File: src/rtl/product_display_pkg.sv
// product_display_pkg
// Shared definitions for the product display path: the converter FSM state
// encoding, magnitude/BCD geometry and the double-dabble adjust constants.
// No ports (package).
package product_display_pkg;

  // Converter control states
  typedef enum logic [1:0] {
    IDLE  = 2'd0,
    SHIFT = 2'd1,
    DONE  = 2'd2
  } state_t;

  localparam int MAG_WIDTH         = 12;
  localparam int BCD_DIGITS        = 4;
  localparam int BCD_WIDTH         = 4 * BCD_DIGITS;
  localparam int REG_WIDTH         = BCD_WIDTH + MAG_WIDTH;
  localparam int CNT_WIDTH         = 4;
  localparam int BCD_ADJ_THRESHOLD = 5;
  localparam int BCD_ADJ_VALUE     = 3;

  // Assemble the 12-bit magnitude from the three product terms
  function automatic logic [MAG_WIDTH-1:0] pack_magnitude(
    input logic [3:0] term3,
    input logic [3:0] term2,
    input logic [3:0] term1
  );
    return {term3, term2, term1};
  endfunction

endpackage

File: src/rtl/product_bcd_converter_add3.sv
// bcd_add3_digit
// Combinational double-dabble correction for one BCD nibble: a digit of 5 or
// more gets 3 added so that the following left shift carries into the next
// decimal digit.
// Ports:
//   digit_in  [3:0]  BCD nibble before correction
//   digit_out [3:0]  corrected nibble
module bcd_add3_digit
  import product_display_pkg::*;
(
  input  logic [3:0] digit_in,
  output logic [3:0] digit_out
);

  // Add-3 correction when the nibble would overflow a decimal digit after doubling
  always_comb begin
    digit_out = digit_in;
    if (digit_in >= 4'(BCD_ADJ_THRESHOLD)) begin
      digit_out = digit_in + 4'(BCD_ADJ_VALUE);
    end else begin
      digit_out = digit_in;
    end
  end

endmodule

File: src/rtl/product_bcd_converter.sv
// product_bcd_converter
// Accepts a sign-magnitude product (sign + three 4-bit terms forming a 12-bit
// magnitude), converts the magnitude to four BCD digits with a bit-serial
// shift-add-3 loop (one bit per clock) and presents the result behind a
// valid/ready handshake.
// Ports:
//   clk, reset                 clock, asynchronous active-high reset
//   in_valid / in_ready        upstream handshake (ready only in IDLE)
//   in_sign, in_term3..1       product sign and magnitude nibbles
//   out_valid / out_ready      downstream handshake (valid only in DONE)
//   out_sign                   result sign (negative zero optionally cleared)
//   out_thousands..out_ones    BCD result digits
module product_bcd_converter
  import product_display_pkg::*;
#(
  parameter bit SUPPRESS_NEG_ZERO = 1'b1
) (
  input  logic       clk,
  input  logic       reset,
  input  logic       in_valid,
  output logic       in_ready,
  input  logic       in_sign,
  input  logic [3:0] in_term1,
  input  logic [3:0] in_term2,
  input  logic [3:0] in_term3,
  output logic       out_valid,
  input  logic       out_ready,
  output logic       out_sign,
  output logic [3:0] out_thousands,
  output logic [3:0] out_hundreds,
  output logic [3:0] out_tens,
  output logic [3:0] out_ones
);

  // One iteration per magnitude bit; tied to the magnitude width.
  localparam int SHIFT_CYCLES = MAG_WIDTH;
  localparam logic [CNT_WIDTH-1:0] LAST_ITER = CNT_WIDTH'(SHIFT_CYCLES - 1);

  state_t                 state;
  state_t                 next_state;
  logic [CNT_WIDTH-1:0]   iter_count;
  logic [REG_WIDTH-1:0]   shift_reg;
  logic                   sign_lat;
  logic                   mag_zero;
  logic [BCD_WIDTH-1:0]   bcd_adj;
  logic [REG_WIDTH-1:0]   adj_reg;
  logic [REG_WIDTH-1:0]   shift_next;
  logic [MAG_WIDTH-1:0]   in_mag;
  logic                   last_iter;

  assign in_mag    = pack_magnitude(in_term3, in_term2, in_term1);
  assign last_iter = (iter_count == LAST_ITER);

  // Correct each BCD nibble of the working register before the shift
  for (genvar g = 0; g < BCD_DIGITS; g++) begin : g_adj
    bcd_add3_digit u_adj (
      .digit_in  (shift_reg[MAG_WIDTH + 4*g +: 4]),
      .digit_out (bcd_adj[4*g +: 4])
    );
  end

  // Corrected BCD field on top of the untouched binary field, then shift
  // left one. The top bit shifted out is always 0 because 4095 < 5000.
  assign adj_reg    = {bcd_adj, shift_reg[MAG_WIDTH-1:0]};
  assign shift_next = adj_reg << 1;

  // Handshake flags decode straight from the state register
  assign in_ready  = (state == IDLE);
  assign out_valid = (state == DONE);

  // State register
  always_ff @(posedge clk or posedge reset) begin
    if (reset) begin
      state <= IDLE;
    end else begin
      state <= next_state;
    end
  end

  // Next-state logic
  always_comb begin
    next_state = state;
    case (state)
      IDLE: begin
        if (in_valid) begin
          next_state = SHIFT;
        end else begin
          next_state = IDLE;
        end
      end
      SHIFT: begin
        if (last_iter) begin
          next_state = DONE;
        end else begin
          next_state = SHIFT;
        end
      end
      DONE: begin
        if (out_ready) begin
          next_state = IDLE;
        end else begin
          next_state = DONE;
        end
      end
      default: begin
        next_state = IDLE;
      end
    endcase
  end

  // Conversion datapath and result registers
  always_ff @(posedge clk or posedge reset) begin
    if (reset) begin
      iter_count    <= '0;
      shift_reg     <= '0;
      sign_lat      <= 1'b0;
      mag_zero      <= 1'b0;
      out_sign      <= 1'b0;
      out_thousands <= 4'd0;
      out_hundreds  <= 4'd0;
      out_tens      <= 4'd0;
      out_ones      <= 4'd0;
    end else begin
      case (state)
        IDLE: begin
          if (in_valid) begin
            shift_reg  <= {{BCD_WIDTH{1'b0}}, in_mag};
            sign_lat   <= in_sign;
            mag_zero   <= (in_mag == {MAG_WIDTH{1'b0}});
            iter_count <= '0;
          end
        end
        SHIFT: begin
          shift_reg  <= shift_next;
          iter_count <= iter_count + CNT_WIDTH'(1);
          if (last_iter) begin
            // Digits come from the register value after the final shift;
            // no correction is applied after it.
            out_thousands <= shift_next[MAG_WIDTH + 12 +: 4];
            out_hundreds  <= shift_next[MAG_WIDTH + 8  +: 4];
            out_tens      <= shift_next[MAG_WIDTH + 4  +: 4];
            out_ones      <= shift_next[MAG_WIDTH      +: 4];
            out_sign      <= sign_lat & ~(SUPPRESS_NEG_ZERO & mag_zero);
          end
        end
        DONE: begin
          // Result held until the downstream handshake
        end
        default: begin
          iter_count <= '0;
        end
      endcase
    end
  end

endmodule

File: config.mk
export PLATFORM = sky130hd
export DESIGN_NAME = product_bcd_converter
export DESIGN_NICKNAME = d
export VERILOG_FILES = /design/src/rtl/product_display_pkg.sv /design/src/rtl/product_bcd_converter_add3.sv /design/src/rtl/product_bcd_converter.sv
export SDC_FILE = /design/constraint.sdc
export NUM_CORES = 1
export LEC_CHECK = 0
export CORE_MARGIN = 8
export CORE_UTILIZATION = 50
export DETAILED_ROUTE_END_ITERATION = 10
export PLACE_DENSITY = 0.74
export SYNTH_ARGS = -nofsm -noshare
export SYNTH_HDL_FRONTEND = slang
export SYNTH_SLANG_ARGS = --single-unit
File: constraint.sdc
create_clock -name clk -period 2 [get_ports clk]
set_input_delay 0.5 -clock clk [delete_from_list [all_inputs] [get_ports clk]]
set_output_delay 0.5 -clock clk [all_outputs]
set_load 0.05 [all_outputs]
==> summary.md <==
| Metric | Value |
|---|---|
| Setup TNS Final | 0 ps |
| Worst hold path type | in -> async |
| Clk pin slew, worst setup/hold paths | 90 ps |
| Crit end category | primary output |
| Max_cap viols | 0 |
| Synthesized net count | 258 |
| HPWL Detailed | 3.49 mm |
| Routed WL per cell | about 14 µm |
| ANT nets after route | 0 |
| Cell area after placement | around 3000 µm² |
| First-pass GRT wire length | roughly 8.7 mm |
| Fraction of registers with async set/reset | 100% |
| Syn Std Cell Area | about 2500 µm² |
| CORE AREA | ~5000 µm² |
| Max reg flops | 28 |
| Max-slew violations | 0 |
| Tcrit/Tclk final | roughly nine tenths |
| Final count of negative-setup-slack endpoints | 0 |
| Required time of the critical path | ~1500 ps |
| Highest Signal Layer | met4 |
| Initial DRC Count | 56 |
| Flops & latches, synth | 53 |
| Power Total | 5500 µW |
| Root buffer cell | clkbuf_8 |
| Top-level I/O count | 36 |
| Number of inserted diodes | 0 |
| Routed WL | between 4 and 5 mm |
| H-tree levels | 2 |
| Vias in the first global route | between 1500 and 2000 |
| CTS tree | built |
| Status | complete, no violations |
| RSZ-0062 raised after global routing | no |
| Post-route insts no fill | approximately 340 |
| Final hold vios | 0 |
| Initial antenna violation count | 0 |
| Layout Area Growth over Synthesis | 20.0% |
| R2r setup slk | between 300 and 400 ps |
| Clock share of power | between 10% and 20% |
| Worst reg-to-reg path cell count | 6 |
| Sw Share | 43.7% |
| Average size of a mapped cell | roughly 11 µm² |
| Final Skew | slightly above 7 ps |
| Total iterations of the first detailed-routing run | 4 |
| Num CTS Buffers | 5 |
| Met3 WL | between 200 and 250 µm |
| Main synth FF type | dfrtp_1 |
| Switch Pwr | 2400 µW |
| Mapped Cells | 232 |
| Int Pwr | between 3000 and 4000 µW |
| Setup Buffers After CTS | 0 |
| Vias | 1799 |
| Die area | 7570 µm² |
| Library cells used by synthesis | 32 |
| Starting Density | about half |
| Actual slew at the worst max-slew pin | approximately 330 ps |
| Slew headroom | 78.0% |
| Pleak | 0.00134 µW |
| Post-cts sizing count | 0 |
| Vias per cell | approximately 5.3 |
| Layout cells sized above 1 | 17.5% |
| Nets | 294 |
| Row count | 26 |
| VDD IR max | 0.847 mV |
| Global Route Usage Sum | between 10 and 15% |
| Register area share after synthesis | 52.6% |
| Largest net degree at the start of global routing | 45 |
| P per Cell Area | 1820 nW/µm² |
| CP arrival | about 1300 ps |
| Clock sink total | 53 |
| Met2 Routed Length | ~2.2 mm |
| Residual DRC count | 0 |
| Hold_buf cts | 0 |
| Worst-path maximum fanout | 8 |
| Metal-1 WL | between 2 and 2.5 mm |
| Tmin final | 1780 ps |
| Clock tree buffer depth | 2 |
| IO Port Bufs | 35 |
| Post-synth EDFFs | 0 |
| Part of the power in registers | 35.5% |
| CP Launch Type | flip-flop |
| Die width | 87.0 µm |
| Type of the worst setup path | reg -> out |
| Gr ovfl total | 0 |
| Die Y-Extent | between 80 and 90 µm |
| Final GP Congestion | ~0.80 |
| Placed insts | 331 |
| Logic pwr share | between 50% and 60% |
| Worst-Skew Late Latency | 300 ps |
| Fin Hold WS | approximately 420 ps |
| Finished Cell Area | approximately 3000 µm² |
| Max Clk Rate | 0.561 GHz |
| Warnings, synthesis | 0 |
## through the flow
| stage | setup WS, ps | utilization (%) |
|---|---|---|
| 6_report | 218 | 60.8 |
| 5_1_grt | 132 | 60.8 |
| 4_1_cts | 216 | 60.8 |
| 3_5_place_dp | 258 | 59.0 |
| 3_3_place_gp | 313 | 59.0 |
| 2_1_floorplan | 199 | - |
## worst paths after layout
check | startpoint | end
max | state[0] | in_ready
min | reset | out_ones[0]
max reg2reg | shift_reg[17] | out_tens[2]
min reg2reg | shift_reg[3] | shift_reg[3]
max in group asynchronous | reset | shift_reg[27]
min in group clk | shift_reg[3] | shift_reg[3]
## worst max-delay path, cell delays in order (launching register included)
cell and delay (ps):
dfrtp_1 490, nor2_1 310, buf_12 180
## logic make-up (layout without fill, tap and decap cells)
logic type | Yosys count | in the layout | share of synthesized area [%]
muxes | 25 | 25 | 10.9
buffers and inverters | 22 | 58 | 4.22
adders and majority gates | 9 | 9 | 4.47
and+or+nand+nor | 59 | 59 | 12.1
AOI/OAI and AO/OA | 58 | 58 | 13.7
xor gates and xnor gates | 6 | 6 | 2.08
DFF | 53 | 53 | 52.6
## cells in the mapped netlist (3+ instances only)
master | number | area [µm²]
mux2_2 | 7 | 78.8
a22o_1 | 10 | 87.6
nor3_1 | 4 | 20.0
nor2b_1 | 3 | 18.8
mux2_4 | 3 | 45.0
inv_1 | 11 | 41.3
nor2_1 | 8 | 30.0
nand2_1 | 23 | 86.3
a31oi_1 | 4 | 25.0
nand2b_1 | 6 | 37.5
nor4_1 | 3 | 18.8
o21ai_0 | 29 | 145
nor3b_1 | 3 | 22.5
mux2i_1 | 15 | 150
ha_1 | 9 | 113
clkbuf_1 | 6 | 22.5
a21oi_1 | 10 | 50.1
xnor2_1 | 5 | 43.8
dfrtp_1 | 53 | 1330
or3b_2 | 4 | 35.0
## layout make-up
cell class                      instances  area (µm²)
Clock buffer                            7        86.3
Fill cell                             443        1950
Inverter                               11        41.3
Multi-Input combinational cell        157        1090
Sequential cell                        53        1330
Tap cell                               70        87.6
Timing Repair Buffer                   40         390
## placed cells by master, fill, tap and decap left out, types with 4 or more instances in the layout
cell type,instances
dfrtp_1,53
o21ai_0,29
nand2_1,23
buf_4,20
clkdlybuf4s50_1,16
mux2i_1,15
inv_1,10
a21oi_1,10
a22o_1,10
ha_1,9
nor2_1,8
mux2_2,7
nand2b_1,6
clkbuf_8,6
xnor2_1,5
or3b_2,4
a31oi_1,4
nor3_1,4
buf_12,4
## power groups by stage
| stage | clock (µW) | sequential, µW | combinational, µW |
|---|---|---|---|
| 3_3_place_gp | 0 | 1950 | 2900 |
| 4_1_cts | 622 | 1950 | 2990 |
| 6_report | 600 | 1950 | 2950 |
| 5_1_grt | 657 | 2030 | 3240 |
| 2_1_floorplan | 0 | 2470 | 1660 |
| 3_5_place_dp | 0 | 1970 | 2980 |
## metal layers
metal / vias up / global-route usage (%)
li1: 882 / -
met3: 7 / 3.58
met5: - / 0
met4: 0 / 5.63
met2: 39 / 22.9
met1: 871 / 18.0
(Power assumes the default switching activity.)
